==> config.mk <==
export PLATFORM = sky130hd
export DESIGN_NAME = alu_multiciclo
export DESIGN_NICKNAME = d
export VERILOG_FILES = /design/src/rtl/alu_multiciclo.sv
export SDC_FILE = /design/constraint.sdc
export NUM_CORES = 1
export LEC_CHECK = 0
export ABC_AREA = 1
export CORE_MARGIN = 2
export CORE_UTILIZATION = 40
export CTS_CLUSTER_DIAMETER = 30
export DETAILED_ROUTE_END_ITERATION = 7
export PLACE_DENSITY = 0.65
export SLEW_MARGIN = 10
export SYNTH_ARGS = -nofsm -noshare
export SYNTH_HDL_FRONTEND = slang
export SYNTH_SLANG_ARGS = --single-unit
==> constraint.sdc <==
create_clock -name clk -period 6.2 [get_ports clk]
set_input_delay 1.24 -clock clk [delete_from_list [all_inputs] [get_ports clk]]
set_output_delay 1.24 -clock clk [all_outputs]
set_load 0.005 [all_outputs]
==> src/rtl/alu_multiciclo.sv <==
// Multi-cycle execute-stage ALU: add/sub in one step, mul (shift-add) and
// div/rem (restoring) iterated one bit per cycle behind a valid/ready handshake.
module alu_multiciclo #(
  parameter int WIDTH = 32
) (
  input  logic             clk,
  input  logic             rst,
  input  logic             in_valid,
  output logic             in_ready,
  input  logic [WIDTH-1:0] A,
  input  logic [WIDTH-1:0] B,
  input  logic [2:0]       sel,
  output logic             out_valid,
  input  logic             out_ready,
  output logic [WIDTH-1:0] C,
  output logic             flagZ,
  output logic             busy
);

  typedef enum logic [1:0] {IDLE, CALC, DONE} state_e;
  typedef enum logic [2:0] {
    OP_ADD = 3'b000,
    OP_SUB = 3'b001,
    OP_MUL = 3'b010,
    OP_DIV = 3'b011,
    OP_REM = 3'b100
  } op_e;

  localparam int CW = $clog2(WIDTH) + 1;
  localparam logic [CW-1:0] LAST = CW'(WIDTH - 1);

  state_e           state;
  logic [WIDTH-1:0] acc;    // partial product (mul) or partial remainder (div/rem)
  logic [WIDTH-1:0] shreg;  // multiplier bits (mul) or dividend shifting into quotient (div/rem)
  logic [WIDTH-1:0] opnd;   // multiplicand (mul) or divisor (div/rem)
  logic             is_mul;
  logic             is_rem;
  logic [CW-1:0]    cnt;

  logic [WIDTH:0]   x;
  logic [WIDTH:0]   y;
  logic [WIDTH:0]   sum;
  logic             qbit;
  logic [WIDTH-1:0] acc_next;
  logic [WIDTH-1:0] final_c;
  logic [WIDTH-1:0] quick_c;
  logic             starts_calc;

  assign in_ready = (state == IDLE);
  assign busy     = (state != IDLE);

  // One shared WIDTH+1 adder/subtractor: MSB-first shift-add for mul,
  // trial subtraction with restore for div/rem.
  always_comb begin
    x        = '0;
    y        = '0;
    sum      = '0;
    qbit     = 1'b0;
    acc_next = '0;
    final_c  = '0;
    if (is_mul) begin
      x        = {1'b0, acc[WIDTH-2:0], 1'b0};
      y        = shreg[WIDTH-1] ? {1'b0, opnd} : '0;
      sum      = x + y;
      acc_next = sum[WIDTH-1:0];
      final_c  = acc_next;
    end else begin
      x        = {acc, shreg[WIDTH-1]};
      y        = {1'b0, opnd};
      sum      = x - y;
      qbit     = ~sum[WIDTH];
      acc_next = qbit ? sum[WIDTH-1:0] : x[WIDTH-1:0];
      final_c  = is_rem ? acc_next : {shreg[WIDTH-2:0], qbit};
    end
  end

  always_comb begin
    quick_c     = A + B;
    starts_calc = 1'b0;
    case (sel)
      OP_SUB: quick_c = A - B;
      OP_MUL: starts_calc = 1'b1;
      OP_DIV: begin
        quick_c     = '1;
        starts_calc = (B != '0);
      end
      OP_REM: begin
        quick_c     = A;
        starts_calc = (B != '0);
      end
      default: quick_c = A + B;
    endcase
  end

  always_ff @(posedge clk or posedge rst) begin
    if (rst) begin
      state     <= IDLE;
      out_valid <= 1'b0;
      C         <= '0;
      flagZ     <= 1'b0;
      acc       <= '0;
      shreg     <= '0;
      opnd      <= '0;
      is_mul    <= 1'b0;
      is_rem    <= 1'b0;
      cnt       <= '0;
    end else begin
      case (state)
        IDLE: begin
          if (in_valid) begin
            if (starts_calc) begin
              is_mul <= (sel == OP_MUL);
              is_rem <= (sel == OP_REM);
              acc    <= '0;
              shreg  <= (sel == OP_MUL) ? B : A;
              opnd   <= (sel == OP_MUL) ? A : B;
              cnt    <= '0;
              state  <= CALC;
            end else begin
              C         <= quick_c;
              flagZ     <= (quick_c == '0);
              out_valid <= 1'b1;
              state     <= DONE;
            end
          end
        end
        CALC: begin
          acc   <= acc_next;
          shreg <= {shreg[WIDTH-2:0], is_mul ? 1'b0 : qbit};
          cnt   <= cnt + 1'b1;
          if (cnt == LAST) begin
            C         <= final_c;
            flagZ     <= (final_c == '0);
            out_valid <= 1'b1;
            state     <= DONE;
          end
        end
        DONE: begin
          if (out_ready) begin
            out_valid <= 1'b0;
            state     <= IDLE;
          end
        end
        default: state <= IDLE;
      endcase
    end
  end

endmodule

=== After elaboration in Yosys (flattened, before gate mapping) ===
Cells that the tools add are included.

* Latch bits: 0
* Flip-flop bits (word level): 140
* Memory bits (writable): 0
* Memories kept: 0
* Bits in read-only memories: 0

* Magnitude comparators: 0
* Divide/modulo/power cells: 0
* Reduce and logical (&&, ||, !) cells: 13
* $mul: 0
* Eq/ne operators: 12
* Bitwise gates (word level): 1
* Add/subtract/negate cells: 5
* Multiplexer cells: 37
* Shift operators: 0

{| class="wikitable"
|+ Operators with widths
! cell !! count
|-
| $mux W32 || 14
|-
| $pmux W32 S2 || 3
|-
| $pmux W32 S3 || 1
|-
| $add A32 B32 Y32 || 2
|-
| $logic_not A32 Y1 || 2
|-
| $sub A33 B32 Y33 || 1
|-
| $reduce_bool A32 Y1 || 1
|-
| $sub A32 B32 Y32 || 1
|-
| $mux W6 || 2
|-
| $pmux W6 S2 || 1
|-
| $reduce_and A3 Y1 || 3
|-
| $mux W1 || 8
|-
| $mux W2 || 4
|-
| $ne A2 B2 Y1 const B || 4
|-
| $add A6 B1 Y6 const B || 1
|-
| $eq A3 B2 Y1 const B || 2
|-
| $eq A6 B5 Y1 const B || 1
|-
| $pmux W2 S3 || 1
|-
| $reduce_and A5 Y1 || 1
|-
| $pmux W1 S2 || 2
|-
| $reduce_and A4 Y1 || 1
|-
| $reduce_bool A2 Y1 || 2
|-
| $eq A3 B1 Y1 const B || 1
|-
| $eq A3 B3 Y1 const B || 1
|-
| 8 further kinds || 8
|}

=== Logic depth before layout (Yosys ltp) ===
Gate-level depths: netlist of the first run.

* Depth after elaboration: 7
* Mapped depth: 30
* Gate-level depth less buffers: 30

=== Least setup slack after synthesis of the first run ===
No wires, ideal clock.

* Kind: input-to-reg
* Start: input B[1]
* End: register flagZ
* Buffers on the path: 0
* Cell stages on the path: 27
* Data arrival time: 4526 ps
* Setup slack: 1608 ps
* Library setup time: 66 ps
* Cell sequence: inv_1 > ha_1 > inv_1 > nor2_1 > nand2_1 > nor3_1 > nand2_1 > or3b_2 > o21ai_0 > o21ai_0 > xnor2_1 > ha_1 > nand2_1 > nor3_1 > inv_1 > nor4_1 > a21boi_0 > o21ai_0 > nand3_1 > nand2_1 > nor2_1 > nand2_1 > nor2_1 > nand4_1 > nand2_1 > nand2_1 > nand2_1

* Longest elaborated chain between the ends: 6
* Elaborated cells between the ends (all ways): 11

{| class="wikitable"
|+ Ends and longest elaborated chain
! element !! line !! source
|-
| from (decl) || 11 || <nowiki>input logic [WIDTH-1:0] B,</nowiki>
|-
| $add A32 B32 Y32 / $sub A32 B32 Y32 (equally long branches) || 78, 91, 81 ||
|-
| $pmux W32 S3 || 80 || <nowiki>case (sel)</nowiki>
|-
| $logic_not A32 Y1 || 121 || <nowiki>flagZ <= (quick_c == '0);</nowiki>
|-
| $mux W1 || 111 || <nowiki>if (starts_calc) begin</nowiki>
|-
| $mux W1 || 110 || <nowiki>if (in_valid) begin</nowiki>
|-
| $pmux W1 S2 || 108 || <nowiki>case (state)</nowiki>
|-
| to (signal assigned) || 121 ||
|-
| to (signal assigned) || 133 || <nowiki>flagZ <= (final_c == '0);</nowiki>
|-
| to (decl) || 16 || <nowiki>output logic flagZ,</nowiki>
|}

Parallel ways exist; a longest one is shown, timed or not. The select of a mux whose other input is x is not followed.
A chain may end at the register's enable or synchronous reset.

=== Final worst setup path of the first run ===
* Start: input B[3]
* End: register flagZ

The elaborated chain is that of the path after synthesis.

==> flow_metrics.env, run 1 <==
export IMPL_cts_sink_count=140
export IMPL_worst_endpoint_required_ns=6.58
export IMPL_grt_start_max_net_pins=99
export IMPL_cts_root_buf="clkbuf_16"
export IMPL_cts_inserted_buffers=17
export IMPL_synth_edf_count=0
export IMPL_num_rows=73
export IMPL_power_density_nw_per_um2=444
export IMPL_netlist_instances=2642
export IMPL_crit_reg2reg_capture="flagZ"
export IMPL_crit_end="flagZ"
export IMPL_most_common_cell_after_layout_fill_and_taps_aside="nand2_1"
export IMPL_grt_antenna_before_repair=0
export IMPL_vias=17800
export IMPL_die_area_um2=41400
export IMPL_cts_root_to_sink_buffers=2
export IMPL_grt_pass1_wl_um=97300
export IMPL_dp_hpwl_um=51800
export IMPL_via_count_of_the_first_global_routing_pass=17000
export IMPL_ys_seq_area_share_pct=22.0
export IMPL_dominant_register_cell_in_the_synthesized_netlist="dfrtp_1"
export IMPL_post_route_period_util_pct=88.6
export IMPL_ctsHtreeMaxLevel=4
export IMPL_synth_avg_cell_area_um2=6.03
export IMPL_initial_core_util_pct=40.3
export IMPL_syn_nets=2812
export IMPL_fillers=4275
export IMPL_holdCritStartpoint="C[2]"
export IMPL_routedWlPerCell_um=19.7
export IMPL_port_buffer_count=106
export IMPL_antennaDiodeCount=0
export IMPL_power_leakage_nw=9.05
export IMPL_finalNonFillerCells=3240
export IMPL_die_y_um=203
export IMPL_cp_max_fo=6
export IMPL_run_status="completed"
export IMPL_postSynthRegisterBits=140
export IMPL_clk_pin_slew_worst_paths_ns=0.07
export IMPL_top_level_ports=107
export IMPL_setup_repair_after_global_routing_missed_its_margin="false"
export IMPL_cts_setup_buffers=0
export IMPL_final_setup_skew_ns=0.0129
export IMPL_post_drt_via_cell_ratio=5.50
export IMPL_floorplan_die_width_um=203
export IMPL_drc=0
export IMPL_layout_drive_gt1_share_pct=5.34
export IMPL_worstSkewPairLatency_ns=0.45
export IMPL_ys_warn_count=0
export IMPL_critPathKind="primary input to flip-flop"
export IMPL_timing_worst_slew_pin_value_ns=0.940
export IMPL_grt_overflow_total=0
export IMPL_nets=2872
export IMPL_timing_critical_path_from_type="primary input"
export IMPL_core_area_um2=39500
export IMPL_initialDrtViolationCount=1704
export IMPL_synthesis_area_um2=15900
export IMPL_report_power_total_mw=8.04
export IMPL_layout_common_cells="nand2_1, inv_1, nor2_1"
export IMPL_timing_max_slew_rel_slack_pct=37.3
export IMPL_final_max_slew_viol_count=0
export IMPL_max_freq_ghz=0.182
export IMPL_worstReg2RegStart="shreg[31]"
export IMPL_tritoncts="built"
export IMPL_cp_end_kind="flip-flop"
export IMPL_r2r_setup_slack_ns=1.32
export IMPL_yosysUniqueCellTypes=52
export IMPL_placed_cells=3208
export IMPL_layout_min_cycle_time_ns=5.50
export IMPL_finalHoldViolations=0
export IMPL_hold_path_class="flip-flop to flip-flop"
export IMPL_irDropWorstVdd_mv=0.219
export IMPL_dr_pass1_iters=8
export IMPL_area_growth_synth_to_final_pct=13.8
export IMPL_synth_async_reset_ratio_pct=100
export IMPL_drv_max_cap_violation_count=0
export IMPL_cts_hold_buffers=0
export IMPL_fin_tns_setup_ns=0
export IMPL_gpl_final_weighted_congestion=1.01
export IMPL_postRouteWirelength_um=63800
export IMPL_number_of_gates_given_a_new_drive_strength_after_cts=0
export IMPL_gr_usage_all_layers_pct=30.6
export IMPL_setup_violations_final=0
export IMPL_worst_ep_arrival_time_ns=5.88
export IMPL_ff2ff_path_depth=25
export IMPL_critical_path_startpoint="B[3]"
export IMPL_ant_nets=0
## stage by stage
stage	hold slack, ns	utilization (%)	setup WS (ns)	instance area, µm²
2_1_floorplan	0.470	-	1.21	15900
3_3_place_gp	0.474	44.2	0.304	17500
3_5_place_dp	0.476	44.2	0.268	17500
4_1_cts	0.493	45.8	0.714	18100
5_1_grt	0.520	45.8	0.229	18100
6_report	0.490	45.8	0.704	18100
## how the worst min path moves through the flow
| stage | to | slack (ns) | cells past startpoint |
|---|---|---|---|
| final | C[2] | 0.49 | 2 |
| after global routing | C[2] | 0.52 | 2 |
| after CTS | C[2] | 0.49 | 2 |
| after detailed placement | C[2] | 0.48 | 2 |
| after global placement | C[2] | 0.47 | 2 |
| after floorplan | shreg[16] | 0.47 | 2 |
## metal layers
metal	global-route usage [%]	routed length, µm	vias up
li1	-	-	8737
met5	0	0	-
met1	42.0	28500	8284
met4	11.7	2330	0
met2	48.9	28800	694
met3	3.93	4270	103
## synthesized netlist by cell type, types with 19 or more instances
cell type	instances	area share (%)
a21oi_1	215	6.8
a22o_1	22	1.2
clkbuf_1	74	1.7
dfrtp_1	140	22
ha_1	96	7.5
inv_1	384	9.1
nand2_1	697	16
nand2_2	22	0.86
nand3_1	125	3.9
nand4_1	19	0.75
nor2_1	287	6.8
nor3_1	36	1.1
o211ai_1	85	4.0
o21ai_0	200	6.3
or2_2	27	1.1
xnor2_1	24	1.3
xor2_1	34	1.9
## registers in the layout, indices dropped and copies added, names as in the netlist
| register | flops |
|---|---|
| state | 2 |
| C | 32 |
| cnt | 6 |
| out_valid | 1 |
| flagZ | 1 |
| acc | 32 |
| is_mul | 1 |
| opnd | 32 |
| is_rem | 1 |
| shreg | 32 |
## power breakdown
part | leakage [nW] | switching, mW | internal [mW]
combinational | 6.99 | 3.46 | 1.84
sequential | 1.75 | 0.340 | 1.30
clock | 0.302 | 0.443 | 0.659
total | 9.05 | 4.24 | 3.80
## critical path: stages
cell	delay (ns)
clkdlybuf4s50_1	0.50
nor2_1	0.23
nand3_1	0.12
nor2_1	0.20
nand2_1	0.12
nor3_1	0.15
nand2_1	0.12
or3b_2	0.50
o21ai_0	0.32
o21ai_0	0.19
xnor2_1	0.16
ha_1	0.39
nand2_1	0.09
nor3_1	0.22
inv_1	0.09
nor4_1	0.16
a21boi_0	0.26
o21ai_0	0.12
nand3_1	0.08
nand2_1	0.07
nor2_1	0.08
nand2_1	0.06
nor2_1	0.13
nand4_1	0.09
nand2_1	0.09
nand2_1	0.05
nand2_1	0.06
## final cells by class
cell class / count / area, µm² / share of cell area [%]
clock inverters: 12 / 163 / 0.898
multi-input cells: 2018 / 10600 / 58.4
flip-flops and latches: 140 / 3500 / 19.3
well taps: 525 / 657 / 3.63
clock buffers: 20 / 457 / 2.52
repair buffers: 133 / 1280 / 7.04
inverters: 392 / 1480 / 8.16
## logic make-up (layout without fill, tap and decap cells)
kind of cell | after synthesis | in the layout | synth area share (%)
adders and majority gates | 99 | 99 | 7.92
AOI/OAI and AO/OA | 604 | 604 | 22.3
DFF | 140 | 140 | 22.0
and+or+nand+nor | 1257 | 1257 | 33.0
xor gates and xnor gates | 58 | 58 | 3.19
buffers and inverters | 484 | 557 | 11.6
Power figures use the tool's default switching activity.
==> run 2: changes to the inputs <==
--- a/config.mk
+++ b/config.mk
@@ -11,7 +11,7 @@
 export CTS_CLUSTER_DIAMETER = 30
 export DETAILED_ROUTE_END_ITERATION = 7
 export PLACE_DENSITY = 0.65
-export SLEW_MARGIN = 10
+export SLEW_MARGIN = 20
 export SYNTH_ARGS = -nofsm -noshare
 export SYNTH_HDL_FRONTEND = slang
 export SYNTH_SLANG_ARGS = --single-unit
==> results of run 2 <==
No change in the layout: final DEF, timing and power equal those of run 1.
